--- src/rtl/led_pkg.sv ---
// Shared types and default 50 MHz timing for the LED chain output path.
package led_pkg;

   typedef struct packed {
      logic [7:0] g;
      logic [7:0] r;
      logic [7:0] b;
   } color_t;

   typedef enum logic [1:0] {
      S_IDLE,
      S_SEND,
      S_LATCH
   } ser_state_t;

   localparam int DEF_T0H_CYCLES   = 20;
   localparam int DEF_T1H_CYCLES   = 40;
   localparam int DEF_BIT_CYCLES   = 63;
   localparam int DEF_RESET_CYCLES = 15000;

   function automatic int imax(input int a, input int b);
      return (a > b) ? a : b;
   endfunction

endpackage

--- src/rtl/ws2812_bit_timer.sv ---
// One WS2812 bit period: a start pulse launches a BIT_CYCLES-long slot whose
// high time depends on the bit value; bit_end flags the last cycle of the slot.
module ws2812_bit_timer import led_pkg::*; #(
   parameter int T0H_CYCLES = DEF_T0H_CYCLES,
   parameter int T1H_CYCLES = DEF_T1H_CYCLES,
   parameter int BIT_CYCLES = DEF_BIT_CYCLES
) (
   input  logic clk,
   input  logic rst,
   input  logic start,
   input  logic bit_val,
   output logic wave,
   output logic bit_end
);

   localparam int CW = $clog2(BIT_CYCLES + 1);
   localparam logic [CW-1:0] T0H_W  = CW'(T0H_CYCLES);
   localparam logic [CW-1:0] T1H_W  = CW'(T1H_CYCLES);
   localparam logic [CW-1:0] LAST_W = CW'(BIT_CYCLES - 1);

   logic [CW-1:0] cyc_q, cyc_d;
   logic [CW-1:0] cyc_inc;
   logic [CW-1:0] thr;
   logic          bit_q, bit_d;
   logic          run_q, run_d;
   logic          wave_q, wave_d;

   // wave_d is the level for the cycle the counter moves into, so the
   // registered line lines up with cyc_q without an extra cycle of lag.
   always_comb begin
      cyc_inc = cyc_q + 1'b1;
      thr     = bit_q ? T1H_W : T0H_W;
      bit_end = run_q && (cyc_q == LAST_W);
      cyc_d   = cyc_q;
      bit_d   = bit_q;
      run_d   = run_q;
      wave_d  = 1'b0;
      if (start) begin
         cyc_d  = '0;
         bit_d  = bit_val;
         run_d  = 1'b1;
         wave_d = 1'b1;
      end else if (bit_end) begin
         cyc_d = '0;
         run_d = 1'b0;
      end else if (run_q) begin
         cyc_d  = cyc_inc;
         wave_d = (cyc_inc < thr);
      end
   end

   always_ff @(posedge clk) begin
      if (rst) begin
         cyc_q  <= '0;
         bit_q  <= 1'b0;
         run_q  <= 1'b0;
         wave_q <= 1'b0;
      end else begin
         cyc_q  <= cyc_d;
         bit_q  <= bit_d;
         run_q  <= run_d;
         wave_q <= wave_d;
      end
   end

   assign wave = wave_q;

endmodule

--- src/rtl/ws2812_serializer.sv ---
// Streams 24-bit pixels onto the WS2812 single-wire line and closes each
// frame with a low latch period followed by a frame_done pulse.
//
//   state   | meaning
//   S_IDLE  | line low, ready for the first pixel of a frame
//   S_SEND  | shifting out pixel bits, bit 23 first
//   S_LATCH | line held low for RESET_CYCLES to latch the chain
module ws2812_serializer import led_pkg::*; #(
   parameter int T0H_CYCLES   = DEF_T0H_CYCLES,
   parameter int T1H_CYCLES   = DEF_T1H_CYCLES,
   parameter int BIT_CYCLES   = DEF_BIT_CYCLES,
   parameter int RESET_CYCLES = DEF_RESET_CYCLES
) (
   input  logic        clk,
   input  logic        rst,
   input  logic        pixel_valid,
   output logic        pixel_ready,
   input  logic [23:0] pixel_color,
   input  logic        pixel_last,
   output logic        dout,
   output logic        busy,
   output logic        frame_done,
   output logic        underrun
);

   if (!(T0H_CYCLES > 0 && T0H_CYCLES < T1H_CYCLES &&
         T1H_CYCLES < BIT_CYCLES && RESET_CYCLES >= 1)) begin : g_bad_timing
      $error("ws2812_serializer: illegal timing parameters");
   end

   localparam int LW = $clog2(imax(BIT_CYCLES, RESET_CYCLES) + 1);
   localparam logic [LW-1:0] LATCH_LAST = LW'(RESET_CYCLES - 1);

   ser_state_t    state_q, state_d;
   color_t        shift_q, shift_d;
   logic [4:0]    bit_idx_q, bit_idx_d;
   logic          last_q, last_d;
   logic [LW-1:0] latch_cyc_q, latch_cyc_d;
   logic          frame_done_q, frame_done_d;
   logic          underrun_q, underrun_d;

   logic pix_end;
   logic xfer;
   logic start;
   logic bit_end;
   logic wave;

   ws2812_bit_timer #(
      .T0H_CYCLES (T0H_CYCLES),
      .T1H_CYCLES (T1H_CYCLES),
      .BIT_CYCLES (BIT_CYCLES)
   ) u_bit_timer (
      .clk     (clk),
      .rst     (rst),
      .start   (start),
      .bit_val (shift_d[23]),
      .wave    (wave),
      .bit_end (bit_end)
   );

   always_comb begin
      pix_end      = (state_q == S_SEND) && bit_end && (bit_idx_q == 5'd0);
      pixel_ready  = !rst && ((state_q == S_IDLE) || (pix_end && !last_q));
      xfer         = pixel_valid && pixel_ready;
      busy         = (state_q != S_IDLE);
      state_d      = state_q;
      shift_d      = shift_q;
      bit_idx_d    = bit_idx_q;
      last_d       = last_q;
      latch_cyc_d  = latch_cyc_q;
      underrun_d   = 1'b0;
      start        = 1'b0;
      case (state_q)
         S_IDLE: ;
         S_SEND: begin
            if (bit_end && !pix_end) begin
               // rotate rather than shift so the stale top bit stays consumed
               shift_d   = color_t'({shift_q[22:0], shift_q[23]});
               bit_idx_d = bit_idx_q - 5'd1;
               start     = 1'b1;
            end else if (pix_end && !xfer) begin
               state_d     = S_LATCH;
               latch_cyc_d = '0;
               underrun_d  = !last_q;
            end
         end
         S_LATCH: begin
            if (latch_cyc_q == LATCH_LAST) begin
               state_d     = S_IDLE;
               latch_cyc_d = '0;
            end else begin
               latch_cyc_d = latch_cyc_q + 1'b1;
            end
         end
         default: state_d = S_IDLE;
      endcase
      // A transfer can only happen in IDLE or on the final cycle of a non-last pixel.
      if (xfer) begin
         state_d   = S_SEND;
         shift_d   = color_t'(pixel_color);
         last_d    = pixel_last;
         bit_idx_d = 5'd23;
         start     = 1'b1;
      end
      frame_done_d = (state_d == S_LATCH) && (latch_cyc_d == LATCH_LAST);
   end

   always_ff @(posedge clk) begin
      if (rst) begin
         state_q      <= S_IDLE;
         shift_q      <= '0;
         bit_idx_q    <= '0;
         last_q       <= 1'b0;
         latch_cyc_q  <= '0;
         frame_done_q <= 1'b0;
         underrun_q   <= 1'b0;
      end else begin
         state_q      <= state_d;
         shift_q      <= shift_d;
         bit_idx_q    <= bit_idx_d;
         last_q       <= last_d;
         latch_cyc_q  <= latch_cyc_d;
         frame_done_q <= frame_done_d;
         underrun_q   <= underrun_d;
      end
   end

   assign dout       = wave;
   assign frame_done = frame_done_q;
   assign underrun   = underrun_q;

endmodule
--- config.mk ---
export PLATFORM = sky130hd
export DESIGN_NAME = ws2812_serializer
export DESIGN_NICKNAME = d
export VERILOG_FILES = /design/src/rtl/led_pkg.sv /design/src/rtl/ws2812_bit_timer.sv /design/src/rtl/ws2812_serializer.sv
export SDC_FILE = /design/constraint.sdc
export NUM_CORES = 1
export LEC_CHECK = 0
export ABC_AREA = 0
export BUFFER_PORTS_ARGS = -buffer_cell sky130_fd_sc_hd__buf_4
export CORE_MARGIN = 2
export CORE_UTILIZATION = 45
export DETAILED_ROUTE_END_ITERATION = 10
export GPL_TIMING_DRIVEN = 1
export HOLD_SLACK_MARGIN = 0.05
export PLACE_DENSITY_LB_ADDON = 0.12
export SYNTH_ARGS = -nofsm -noshare
export SYNTH_HDL_FRONTEND = slang
export SYNTH_SLANG_ARGS = --single-unit
--- constraint.sdc ---
create_clock -name clk -period 5.6 [get_ports clk]
set_input_delay 0.28 -clock clk [delete_from_list [all_inputs] [get_ports clk]]
set_output_delay 0.28 -clock clk [all_outputs]
set_load 0.05 [all_outputs]
==> results by group <==
Logic synthesis
  • #FFs+latches synth: 57
  • Register area share after synthesis: between 30% and 40%
  • Synthesized area: 2950 µm²
  • Synth cell types: 46
  • Top_reg_cell synth: dfxtp_1
  • Syn avg cell area: 7.95 µm²
  • Yosys synthesis warning count: 0
  • Cell count after synthesis: 371
  • Async S/R FF share, synth: 0%
  • Post-synth EDFFs: 0
  • Syn nets: 411

Die
  • Rows: 29
  • Num ports: 33
  • CORE AREA: between 6000 and 7000 µm²
  • Die width: 85.0 µm
  • Full die area: 7220 µm²
  • Die Y: approximately 85 µm
  • Initial Utilization: 46.4%

STA
  • Fin crit share: 51.6%
  • Post-Route Skew: 0.00752 ns
  • Setup TNS: 0 ns
  • Worst slew pin tran: approximately 1.0 ns
  • Final setup margin: 2.71 ns
  • Hold Slack: 0.181 ns
  • Rel. slew slack: 33.3%
  • Final Max Tran Viols: 0
  • Hold Fails Final Rpt: 0
  • RSZ-0062 raised after global routing: false
  • Post-layout min period: ~2.9 ns
  • Endpoints failing setup: 0
  • Max Clk Rate: between 300 and 400 MHz

Finish
  • Ratio of cells with drive above 1 in the final layout: about 14%
  • Area growth from synthesis to layout: 16.0%
  • Final Cell Area: 3420 µm²
  • Post-route non-filler standard cell count: 474
  • Diodes inserted: 0
  • Nets@finish: between 400 and 500

Global route
  • Vias in the first global route: 2617
  • M2 GR Usage: 30.7%
  • Met1 track demand over resource: 25.3%
  • Tot GR Track Use: 19.9%
  • First-pass GRT wire length: 11.7 mm
  • GR peak layer: met2
  • GRT met3 Usage: roughly 6.3%
  • Largest net degree at the start of global routing: 56
  • Initial antenna violation count: 0
  • Grt ovf: 0

Routing
  • Antenna Violating Nets Remaining: 0
  • Post-detailed-route wirelength per cell: 14.2 µm
  • First-pass detailed-route iteration total: 4
  • Total wire length: 6.71 mm
  • DRC violations left: 0
  • Via count: 2682
  • DRT iter0 DRCs: 126
  • Via/cell ratio: 5.66

Clocking
  • Post-cts resize count: 0
  • Clk sinks: 57
  • Hold-fix buffers, CTS: 0
  • Clk root buf: clkbuf_8
  • Reg clk slew, reported paths: ~0.06 ns
  • Clk buf depth: 2
  • CTS tree: built
  • # H-tree levels: 3
  • Clk Latency, worst-skew pair: between 0.3 and 0.4 ns
  • Num CTS Buffers: 9
  • Post-CTS Setup Bufs: 0

Place
  • Dpl cells: 459
  • Gpl congestion: 0.845
  • Placed cell areas: roughly 3200 µm²
  • Pre-CTS worst setup slack: 2.71 ns
  • Number of I/O port buffers: 32
  • Detail Placement HPWL: 4.31 mm

Setup path
  • Critical Path Start Type: register
  • Worst R2R Start: bit_idx_q[0]
  • Critical path class: reg -> reg
  • R2R Setup Slk: 2.71 ns
  • FF-to-FF path depth: 9
  • CP max FO: 55
  • Worst path arrival time: roughly 3.1 ns
  • Worst Path Required: 5.82 ns
  • Reg2reg end: frame_done
  • Crit end category: register

Run
  • Max cap viols: 0

Outcome
  • Status: completed

Worst hold path
  • Hold_sp: pixel_last
  • Worst hold path stage count: 3
  • Hold Path End: last_q
  • Min-delay worst type: in -> reg

Power and ir drop
  • P_leak: 1.26 nW
  • Peak VDD IR: 0.228 mV
  • Pwr Density: 276 nW/µm²
[cells by family (layout without fill, tap and decap cells)]
logic type	count (synthesis)	count (layout)	share of synthesized area, %
AND/OR/NAND/NOR	172	172	27.4
AO/OA/AOI/OAI	81	81	20.0
flip-flops	57	57	38.7
buffers and inverters	34	60	4.41
XOR/XNOR	15	15	4.45
adder cells (fa/ha/maj)	12	12	5.09
[Yosys cell counts (all sizes together), types with 2 or more instances]
| cell | count | area share, % |
|---|---|---|
| xnor2 | 9 | 2.7 |
| a31oi | 7 | 1.5 |
| nor2b | 6 | 1.3 |
| nor3 | 4 | 0.68 |
| nand2b | 3 | 0.64 |
| nor4 | 4 | 1.1 |
| or4 | 2 | 0.51 |
| a311oi | 23 | 6.8 |
| and3 | 8 | 1.7 |
| a211oi | 5 | 1.3 |
| inv | 12 | 1.5 |
| a41oi | 2 | 0.59 |
| or2 | 3 | 0.64 |
| nor2 | 48 | 6.1 |
| nand3b | 3 | 0.76 |
| xor2 | 6 | 1.8 |
| nand2 | 69 | 8.8 |
| ha | 12 | 5.1 |
| o21ai | 18 | 3.1 |
| nand3 | 9 | 1.5 |
| and4 | 4 | 1.2 |
| a22oi | 3 | 0.76 |
| dfxtp | 57 | 39 |
| a21oi | 12 | 2.0 |
| nand4 | 4 | 0.85 |
| clkbuf | 21 | 2.7 |
[final cells by class]
class,instances,area [µm²]
Fill cell,596,2930
Multi-Input combinational cell,280,1680
Sequential cell,57,1140
Timing Repair Buffer,33,248
Clock buffer,12,145
Tap cell,77,96.3
Clock inverter,3,65.1
Inverter,12,45.0
[per-layer routing]
metal,vias up,part of all wire [%]
met3,9,5.6
li1,1366,-
met2,60,45
met1,1247,48
met4,0,1.5
met5,-,0
[stage by stage]
stage / util, % / power, mW
floorplan: - / 0.501
global placement: 50.6 / 0.530
detailed placement: 50.6 / 0.531
CTS: 53.9 / 0.951
global route: 53.9 / 0.987
finish: 53.9 / 0.943
[worst max-delay path: stages, from the launching register on]
cell	delay, ns
dfxtp_1	0.33
inv_1	0.08
ha_1	0.15
or4b_4	0.50
o41ai_1	0.33
nor2b_1	0.29
nand2_2	0.57
o31a_1	0.32
nand4_1	0.12
nor4_2	0.06
[sequential cells by signal, summed over array words and instances (netlist names)]
name,cells
bit_idx_q,5
frame_done,1
last_q,1
latch_cyc_q,14
shift_q,24
state_q,2
u_bit_timer.bit_q,1
u_bit_timer.cyc_q,6
u_bit_timer.run_q,1
u_bit_timer.wave,1
underrun,1
[where the power goes]
| group | internal, mW | switching (mW) |
|---|---|---|
| Sequential | 0.425 | 0.0127 |
| Combinational | 0.0376 | 0.0471 |
| Clock | 0.260 | 0.161 |
| Total | 0.722 | 0.220 |
[worst max-delay path by stage]
stage	end	startpoint	slack (ns)
2_1_floorplan	shift_q[23]	bit_idx_q[0]	2.53
3_3_place_gp	frame_done	bit_idx_q[0]	2.84
3_5_place_dp	u_bit_timer.bit_q	bit_idx_q[0]	2.71
4_1_cts	u_bit_timer.bit_q	bit_idx_q[0]	2.67
5_1_grt	u_bit_timer.bit_q	bit_idx_q[0]	2.43
6_report	frame_done	bit_idx_q[0]	2.71
[layout by cell type (no fill, tap or decap), types with 3 or more instances in the layout]
master,n
a211oi_1,5
a21oi_1,12
a22oi_1,3
a311oi_1,23
a31oi_1,7
and3_1,8
and4_1,4
buf_4,33
clkbuf_8,10
dfxtp_1,57
ha_1,12
inv_1,12
nand2_1,68
nand2b_1,3
nand3_1,9
nand3b_1,3
nand4_1,4
nor2_1,48
nor2b_1,6
nor3_1,4
nor4_1,3
o21ai_0,17
or2_2,3
xnor2_1,9
xor2_1,6
(Power assumes the default switching activity.)
